===== src/rtl/uart_xbee_rx.sv =====
// 8N1 UART receiver for the XBee link. Received bytes are paired into
// 16-bit words; an idle gap or a framing error abandons a half-built word.
module uart_xbee_rx #(
  parameter int CLKS_PER_BIT = 434,
  parameter int GAP_BITS     = 20
) (
  input  logic        clk_50,
  input  logic        rst_n,
  input  logic        rx,
  output logic [7:0]  rx_data,
  output logic        rx_valid,
  output logic        frame_err,
  output logic [15:0] word_data,
  output logic        word_valid
);

  localparam int CW        = (CLKS_PER_BIT > 1) ? $clog2(CLKS_PER_BIT) : 1;
  localparam int GAP_LIMIT = GAP_BITS * CLKS_PER_BIT;
  localparam int GW        = $clog2(GAP_LIMIT + 1);

  localparam logic [CW-1:0] BIT_LAST  = CW'(CLKS_PER_BIT - 1);
  localparam logic [CW-1:0] HALF_LAST = CW'(CLKS_PER_BIT / 2 - 1);
  localparam logic [GW-1:0] GAP_LAST  = GW'(GAP_LIMIT - 1);

  typedef enum logic [2:0] {IDLE, START, DATA, STOP, BREAK} state_t;

  state_t        state;
  logic          rx_m;
  logic          rx_s;
  logic [CW-1:0] cnt;
  logic [2:0]    bit_cnt;
  logic [7:0]    shreg;
  logic          phase;
  logic [7:0]    low_byte;
  logic [GW-1:0] gap_cnt;

  always_ff @(posedge clk_50 or negedge rst_n) begin
    if (!rst_n) begin
      rx_m <= 1'b1;
      rx_s <= 1'b1;
    end else begin
      rx_m <= rx;
      rx_s <= rx_m;
    end
  end

  always_ff @(posedge clk_50 or negedge rst_n) begin
    if (!rst_n) begin
      state      <= IDLE;
      cnt        <= '0;
      bit_cnt    <= '0;
      shreg      <= '0;
      phase      <= 1'b0;
      low_byte   <= '0;
      gap_cnt    <= '0;
      rx_data    <= '0;
      rx_valid   <= 1'b0;
      frame_err  <= 1'b0;
      word_data  <= '0;
      word_valid <= 1'b0;
    end else begin
      rx_valid   <= 1'b0;
      frame_err  <= 1'b0;
      word_valid <= 1'b0;
      case (state)
        IDLE: begin
          cnt <= '0;
          if (!rx_s) begin
            state   <= START;
            bit_cnt <= '0;
            gap_cnt <= '0;
          end else if (phase) begin
            // A long quiet line means the partner byte is never coming.
            if (gap_cnt == GAP_LAST) begin
              phase   <= 1'b0;
              gap_cnt <= '0;
            end else begin
              gap_cnt <= gap_cnt + GW'(1);
            end
          end else begin
            gap_cnt <= '0;
          end
        end
        START: begin
          if (cnt == HALF_LAST) begin
            cnt   <= '0;
            state <= rx_s ? IDLE : DATA;
          end else begin
            cnt <= cnt + CW'(1);
          end
        end
        DATA: begin
          if (cnt == BIT_LAST) begin
            cnt     <= '0;
            shreg   <= {rx_s, shreg[7:1]};
            bit_cnt <= bit_cnt + 3'd1;
            if (bit_cnt == 3'd7) state <= STOP;
          end else begin
            cnt <= cnt + CW'(1);
          end
        end
        STOP: begin
          if (cnt == BIT_LAST) begin
            cnt <= '0;
            if (rx_s) begin
              state    <= IDLE;
              rx_data  <= shreg;
              rx_valid <= 1'b1;
              if (phase) begin
                word_data  <= {shreg, low_byte};
                word_valid <= 1'b1;
                phase      <= 1'b0;
              end else begin
                low_byte <= shreg;
                phase    <= 1'b1;
              end
            end else begin
              state     <= BREAK;
              frame_err <= 1'b1;
              phase     <= 1'b0;
              low_byte  <= '0;
            end
          end else begin
            cnt <= cnt + CW'(1);
          end
        end
        BREAK: begin
          if (rx_s) state <= IDLE;
        end
        default: state <= IDLE;
      endcase
    end
  end

endmodule

===== config.mk =====
export PLATFORM = sky130hd
export DESIGN_NAME = uart_xbee_rx
export DESIGN_NICKNAME = d
export VERILOG_FILES = /design/src/rtl/uart_xbee_rx.sv
export SDC_FILE = /design/constraint.sdc
export NUM_CORES = 1
export LEC_CHECK = 0
export CAP_MARGIN = 5
export CORE_UTILIZATION = 52
export DETAILED_ROUTE_END_ITERATION = 7
export HOLD_SLACK_MARGIN = 0.08
export PLACE_DENSITY_LB_ADDON = 0.1
export SYNTH_ARGS = -nofsm -noshare
export SYNTH_HDL_FRONTEND = slang
export SYNTH_SLANG_ARGS = --single-unit

===== constraint.sdc =====
create_clock -name clk_50 -period 1.8 [get_ports clk_50]
set_input_delay 0.45 -clock clk_50 [delete_from_list [all_inputs] [get_ports clk_50]]
set_output_delay 0.45 -clock clk_50 [all_outputs]
set_load 0.005 [all_outputs]

After elaboration in Yosys (flattened, before gate mapping)
Index checks and enable logic that the tools add are counted.

Logic and storage cells: 82. Output and inout bits: 27. Register bits: 75.

Reduce and logical (&&, ||, !) cells: 12. Mux-type cells: 37. $add $sub $neg: 3. Equality and inequality tests: 16.

Operators with widths (number): 14-bit 2-to-1 mux (3); 3-bit 2-to-1 mux (9); 9-bit case mux with 3 select lines (1); 9-bit 2-to-1 mux (2); 1-bit 2-to-1 mux (16); 8-bit 2-to-1 mux (2); 2-bit inequality test, second input constant (8); 3-bit case mux with 5 select lines (1); 14-bit by 1-bit adder with 14-bit output, second input constant (1); 14-bit == test, second input constant (1); 3-bit AND reduction (4); 9-bit by 1-bit adder with 9-bit output, second input constant (1); 9-bit by 8-bit == test with 1-bit output, second input constant (1); 9-bit == test, second input constant (1); 3-bit by 2-bit == test with 1-bit output, second input constant (2); 3-bit == test, second input constant (2); 3-bit case mux with 2 select lines (1); 6-bit AND reduction (1); 4-bit AND reduction (1); 2-bit nonzero test (2); 3-bit by 1-bit adder with 3-bit output, second input constant (1); 3-bit by 1-bit == test with 1-bit output, second input constant (1); 3-bit logical NOT (1); 3-bit nonzero test (1); 4 further kinds (4).

Longest topological paths before layout
Gate-level depths: netlist (run 1).

Depth in word-level cells: 5. Gate-level depth with buffers: 8. Mapped depth without buffers: 6.

Least setup slack after synthesis (run 1)
OpenSTA, ideal clock, no wires.

Path kind: reg-to-reg. From: register cnt[1]. To: register word_data[0]. Data arrival time: 1.687 ns. Stages on the path, launching flop included: 8. Setup slack: -0.012 ns. Data required time: 1.675 ns. Path through: dfrtp_1 inv_1 ha_1 and4bb_4 nand4_4 nor2_4 buf_4 mux2_2.

Cells in the longest elaborated chain, start to end: 2.

RTL lines: from (decl) (RTL line 30) `logic [CW-1:0] cnt;`; from (signal assigned) (RTL line 89) `cnt <= cnt + CW'(1);`; from (signal assigned) (RTL line 99) `cnt <= cnt + CW'(1);`; from (signal assigned) (RTL line 124) `cnt <= cnt + CW'(1);`; 9-bit == test (RTL line 103) `if (cnt == BIT_LAST) begin`; 4-bit AND reduction (no line); to (signal assigned) (RTL line 110) `word_data <= {shreg, low_byte};`; to (decl) (RTL line 13) `output logic [15:0] word_data,`.

No other way between the ends. A chain may end at the register's enable or synchronous reset.

Final worst setup path (run 1)
From: register cnt[1]. To: register rx_data[4].

Cells in the longest elaborated chain, start to end: 2.

RTL lines: 9-bit == test (RTL line 103); 3-bit AND reduction (no line); to (signal assigned) (RTL line 107) `rx_data <= shreg;`; to (decl) (RTL line 10) `output logic [7:0] rx_data,`.

No other way between the ends.

==> impl_metrics.tcl, run 1 <==
set metrics [dict create \
    status "complete, no violations" \
    cts_buffer_depth 2 \
    start_util_pct 53.74 \
    grt_pass1_wl_mm 12.74 \
    vias 2705 \
    dpl.hpwl_mm 4.946 \
    async_reset_ff_share_pct 100.0 \
    drive_gt1_share_pct 25.38 \
    dieArea_um2 7360 \
    holdWs_ns 0.3582 \
    synth_top_area_share_pct 50.03 \
    r2r-start "cnt[1]" \
    post_drt_wl_per_cell_um 15.11 \
    hp-start "rx_m" \
    tritoncts "built" \
    syn2layout_area_growth_pct 25.53 \
    path_depth 6 \
    worst_pin_slew_ns 0.4477 \
    nets 398 \
    synth_ff_type "dfrtp_1" \
    tns_ns 0 \
    crit_fanout 10 \
    rsz0062_at_grt "yes" \
    grt_max_degree 41 \
    slowest_delay_ns 0.39 \
    skew_ns 0.01013 \
    syn_nets 343 \
    critical_path.cell_chain "inv_2 > ha_1 > and4bb_4 > nand4_4 > or2_4 > mux2_4" \
    fmax_mhz 564.5 \
    antenna_found_initial 0 \
    dpl-instance-area_um2 4262 \
    cp_num_buf_inv 1 \
    grt_pass1_vias 2642 \
    cts_sinks 75 \
    finalInstanceArea_um2 4583 \
    setup_viol 0 \
    cts.clk_slew.worst_paths_ns 0.08 \
    cp_top_family "simple AND/OR/NAND/NOR gates" \
    critPathKind "reg2reg" \
    arrival_ns 1.99 \
    period_share_pct 98.42 \
    rows 30 \
    drc 0 \
    netlist_area_um2 3651 \
    yosysMostFrequentCell "dfrtp_1" \
    synth_edf_count 0 \
    postSynthCellCount 334 \
    viasPerCell 5.520 \
    r2r_slack_ns 0.03 \
    min_period_ns 1.772 \
    gp_congestion 0.8381 \
    n_fill_cell 508 \
    dieHeight_um 85.79 \
    numPortBuffers 29 \
    cap_violations 0 \
    hold_violations 0 \
    synth_top_cell_by_area "dfrtp_1" \
    slew_viol_final 0 \
    p_per_area_nw_per_um2 677.6 \
    synth_common_cells "dfrtp_1, nand2_1, mux2_2" \
    syn_area_per_cell_um2 10.93 \
    gr-total-overflow 0 \
    cts_max_level 3 \
    post-route-util_pct 67.46 \
    crit_end "rx_data[4]" \
    yosysWarnings 0 \
    routed_wl_mm 7.403 \
    core_area_um2 6794 \
    clock_latency_ns 0.34 \
    p_leak_uw 0.002066 \
    ys_ff_latch 75 \
    ys_top_cells_by_area "dfrtp_1, mux2_2, nand2_1" \
    irDropWorstVdd_mv 0.5146 \
    grt_util_all_layers_pct 22.15 \
    crit_start "cnt[1]" \
    dieWidth_um 85.79 \
    critPathSlowestCell "dfrtp_1" \
    cts-root-buf "clkbuf_8" \
    ant_nets 0 \
    ys_seq_area_share_pct 51.47 \
    rr_endpoint "rx_data[4]" \
    required_ns 2.02 \
    end_kind "flip-flop" \
    drt_iter0_markers 163 \
    first_pass_iters 4 \
    ys_types 50 \
    slew_headroom_pct 70.16 \
    antenna_cells 0 \
    hold_class "reg2reg" \
    pin_count 30 \
    cts_made_buffers 9 \
    reg2reg_depth 6 \
    start_kind "flip-flop" \
]
## flip-flops by register name (all words and copies together), names as in the netlist
register	count
word_data	16
gap_cnt	14
cnt	9
low_byte	8
rx_data	8
shreg	8
bit_cnt	3
state	3
frame_err	1
phase	1
rx_m	1
rx_s	1
rx_valid	1
word_valid	1
## metal layers
layer  track usage (%)  up-vias  part of all wire [%]
met4             8.485        0                   1.3
met5                 0        -                     0
met3             3.465        8                   2.6
met2             32.44       48                    45
li1                  -     1331                     -
met1             33.25     1318                    51
## where the power goes
group	switching, uW	total [uW]	internal, uW	leakage [uW]
clock	635	1370	730	0.000108
combinational	38.2	50.4	12.2	0.000932
sequential	2.29	1690	1690	0.00103
## worst reg2reg max path: stages, from the launching register on
cell	delay, ns
dfrtp_1	0.39
inv_2	0.06
ha_1	0.13
and4bb_4	0.27
nand4_4	0.14
or2_4	0.35
mux2_4	0.32
## layout by cell type (no fill, tap or decap), drive strengths merged, types with 2 or more instances in the layout
cell type	instances
ha	6
nor3	8
nand4	8
mux2i	3
nor2	14
dfrtp	73
nor4	3
a31oi	17
mux2	33
and4b	2
a211oi	2
a22o	9
o31a	2
nand3	14
or3	2
dfstp	2
o22ai	6
nor2b	3
inv	11
and3	2
or2	2
clkdlybuf4s50	28
a41oi	2
o21a	2
nand2b	10
buf	36
a21oi	3
clkbuf	12
and4	2
or4	2
nand2	44
o211ai	6
o21ai	14
## cells by family (layout without fill, tap and decap cells)
family,count (synthesis),count (layout),synth area share (%)
muxes,36,36,11.82
buffers and inverters,30,90,4.078
DFF,75,75,51.47
and+or+nand+nor,120,120,17.89
AOI/OAI and AO/OA,67,67,12.68
adders and majority gates,6,6,2.056
## how the worst min path moves through the flow
stage,to,slack [ns],cells after the start
floorplan,bit_cnt[0],0.15,0
global placement,rx_s,0.35,0
detailed placement,rx_s,0.35,0
CTS,rx_s,0.36,0
global route,rx_s,0.36,0
finish,rx_s,0.36,0
## per-stage QoR
stage	total power, uW	worst slack, ns	cells
2_1_floorplan	1726	0.01307	334
5_1_grt	3235	-0.03844	490
3_5_place_dp	1775	-0.07375	472
6_report	3105	0.02839	490
4_1_cts	3146	0.007793	490
3_3_place_gp	1774	-0.06992	472
## cell type report
type	count	area, um^2	area share, %
tap	96	120.1	2.621
clock inverter	4	56.30	1.229
timing repair buffer	65	614.3	13.40
inverter	9	33.78	0.7371
multi-input combinational	229	1724	37.62
sequential	75	1879	41.00
clock buffer	12	155.1	3.385
## what timing repair did
| action | CTS | global route |
|---|---|---|
| endpoints found under the hold margin | 25 | 0 |
| setup endpoints to repair | 17 | 34 |
| buffers inserted | 2 | 0 |
| pin swaps | 1 | 2 |
| gates resized for setup | 5 | 18 |
| hold buffers | 1 | 0 |
Note: power is estimated with default switching activity, not from simulation.
==> run 2, diff against run 1 <==
SLEW_MARGIN = 10   (was default)
TNS_END_PERCENT = 30   (was default)
==> impl_metrics.tcl, run 2 (synthesis results as in run 1) <==
set metrics [dict create \
    cts_made_buffers 9 \
    hold_class "reg2reg" \
    nets 398 \
    first_pass_iters 4 \
    crit_start "cnt[1]" \
    dpl.hpwl_mm 4.946 \
    hp-start "rx_m" \
    grt_pass1_vias 2642 \
    whs_endpoint "rx_s" \
    grt_max_degree 41 \
    period_share_pct 98.44 \
    skew_ns 0.009932 \
    n_fill_cell 523 \
    reg_top3 "word_data: 16 flops, gap_cnt: 14 flops, cnt: 9 flops" \
    syn2layout_area_growth_pct 23.89 \
    antenna_found_initial 0 \
    rows 30 \
    hold_violations 0 \
    gr-total-overflow 0 \
    clock_latency_ns 0.34 \
    gp_congestion 0.8381 \
    largest_reg_flops 16 \
    drc 0 \
    total_power_uw 3102 \
    antenna_cells 0 \
    rr_endpoint "rx_data[4]" \
    crit_fanout 10 \
    dieWidth_um 85.79 \
    min_period_ns 1.772 \
    ant_nets 0 \
    worst_pin_slew_ns 0.4479 \
    cts_sinks 75 \
    multi_input_area_um2 1668 \
    slew_headroom_pct 70.14 \
    grt_pass1_wl_mm 12.74 \
    end_kind "flip-flop" \
    start_kind "flip-flop" \
    final_cell_mix "dfrtp_1, nand2_1, buf_4" \
    viasPerCell 5.504 \
    setup_viol 0 \
    post-route-util_pct 66.57 \
    tritoncts "built" \
    fmax_mhz 564.3 \
    r2r_slack_ns 0.03 \
    reg2reg_depth 6 \
    timing.hold.worst_path_depth 0 \
    holdWs_ns 0.3582 \
    critPathSlowestCell "dfrtp_1" \
    arrival_ns 1.99 \
    regArea_um2 1879 \
    slew_viol_final 0 \
    dieHeight_um 85.79 \
    p_leak_uw 0.002041 \
    r2r-start "cnt[1]" \
    finalInstanceArea_um2 4523 \
    slowest_delay_ns 0.39 \
    drive_gt1_share_pct 25.13 \
    cts_max_level 3 \
    required_ns 2.02 \
    p_per_area_nw_per_um2 685.7 \
    regMostFlops "word_data" \
    vias 2697 \
    irDropWorstVdd_mv 0.5429 \
    dpl-instance-area_um2 4262 \
    cts_buffer_depth 2 \
    status "complete, no violations" \
    post_drt_wl_per_cell_um 14.87 \
    cap_violations 0 \
    routed_wl_mm 7.284 \
    start_util_pct 53.74 \
    critical_path.cell_chain "inv_2 > ha_1 > and4bb_4 > nand4_4 > or2_4 > mux2_4" \
    dieArea_um2 7360 \
    numPortBuffers 29 \
    cts.clk_slew.worst_paths_ns 0.08 \
    drt_iter0_markers 141 \
    rsz0062_at_grt "yes" \
    pin_count 30 \
    core_area_um2 6794 \
    critPathKind "reg2reg" \
    grt_util_all_layers_pct 22.15 \
    cts-root-buf "clkbuf_8" \
    final_common_cell "dfrtp_1" \
]
==> run 2: cell counts in the layout (fill, tap and decap cells not counted) <==
Identical to the previous run, type by type.
==> run 2: worst max-delay path by stage <==
stage,end,slack (ns),cells after the start
5_1_grt,rx_data[4],-0.04,6
4_1_cts,rx_data[4],0.008,6
6_report,rx_data[4],0.03,6
2_1_floorplan,word_data[0],0.01,7
3_5_place_dp,cnt[0],-0.07,6
3_3_place_gp,cnt[5],-0.07,7
==> run 2: report_power, final <==
group          leakage, uW  internal [uW]  switching (uW)  total (uW)
combinational     0.000907           12.2            37.7        49.9
sequential         0.00103           1690            2.34        1690
clock             0.000108            730             632        1360
total              0.00204           2430             672        3100
==> run 2: through the flow <==
step	setup TNS (ns)	setup slack, ns	cells
2_1_floorplan	0	0.01307	334
3_3_place_gp	-0.4110	-0.06992	472
3_5_place_dp	-0.4550	-0.07375	472
4_1_cts	0	0.007793	490
5_1_grt	-0.5781	-0.03925	490
6_report	0	0.02804	490
==> run 2: area by class of cell <==
class / instances / share of cell area [%]
flip-flops and latches: 75 / 41.55
inverters: 9 / 0.7469
repair buffers: 65 / 13.50
well taps: 96 / 2.656
clock inverters: 4 / 1.245
multi-input cells: 229 / 36.87
clock buffers: 12 / 3.430
==> run 2: worst max-delay path: cells and delay by family (launching register included) <==
kind          cells  cell delay (ns)
flops             1             0.39
simple gates      3             0.75
mux               1             0.32
fa+ha+maj         1             0.13
buf+inv           1             0.06
==> run 2: routing by layer <==
| metal | wire (um) | GRT usage (%) |
|---|---|---|
| met5 | 0 | 0 |
| met4 | 92 | 8.485 |
| met3 | 212 | 3.465 |
| met2 | 3298 | 32.44 |
| met1 | 3681 | 33.25 |
==> run 2: timing repair <==
| item | 4_1_cts | 5_1_grt |
|---|---|---|
| hold endpoints to repair | 25 | 0 |
| pin swaps | 1 | 2 |
| resized for setup | 5 | 3 |
| hold buffers | 1 | 0 |
| endpoints found under the setup margin | 17 | 34 |
| buffers inserted | 2 | 0 |
| gates cloned | 0 | 0 |
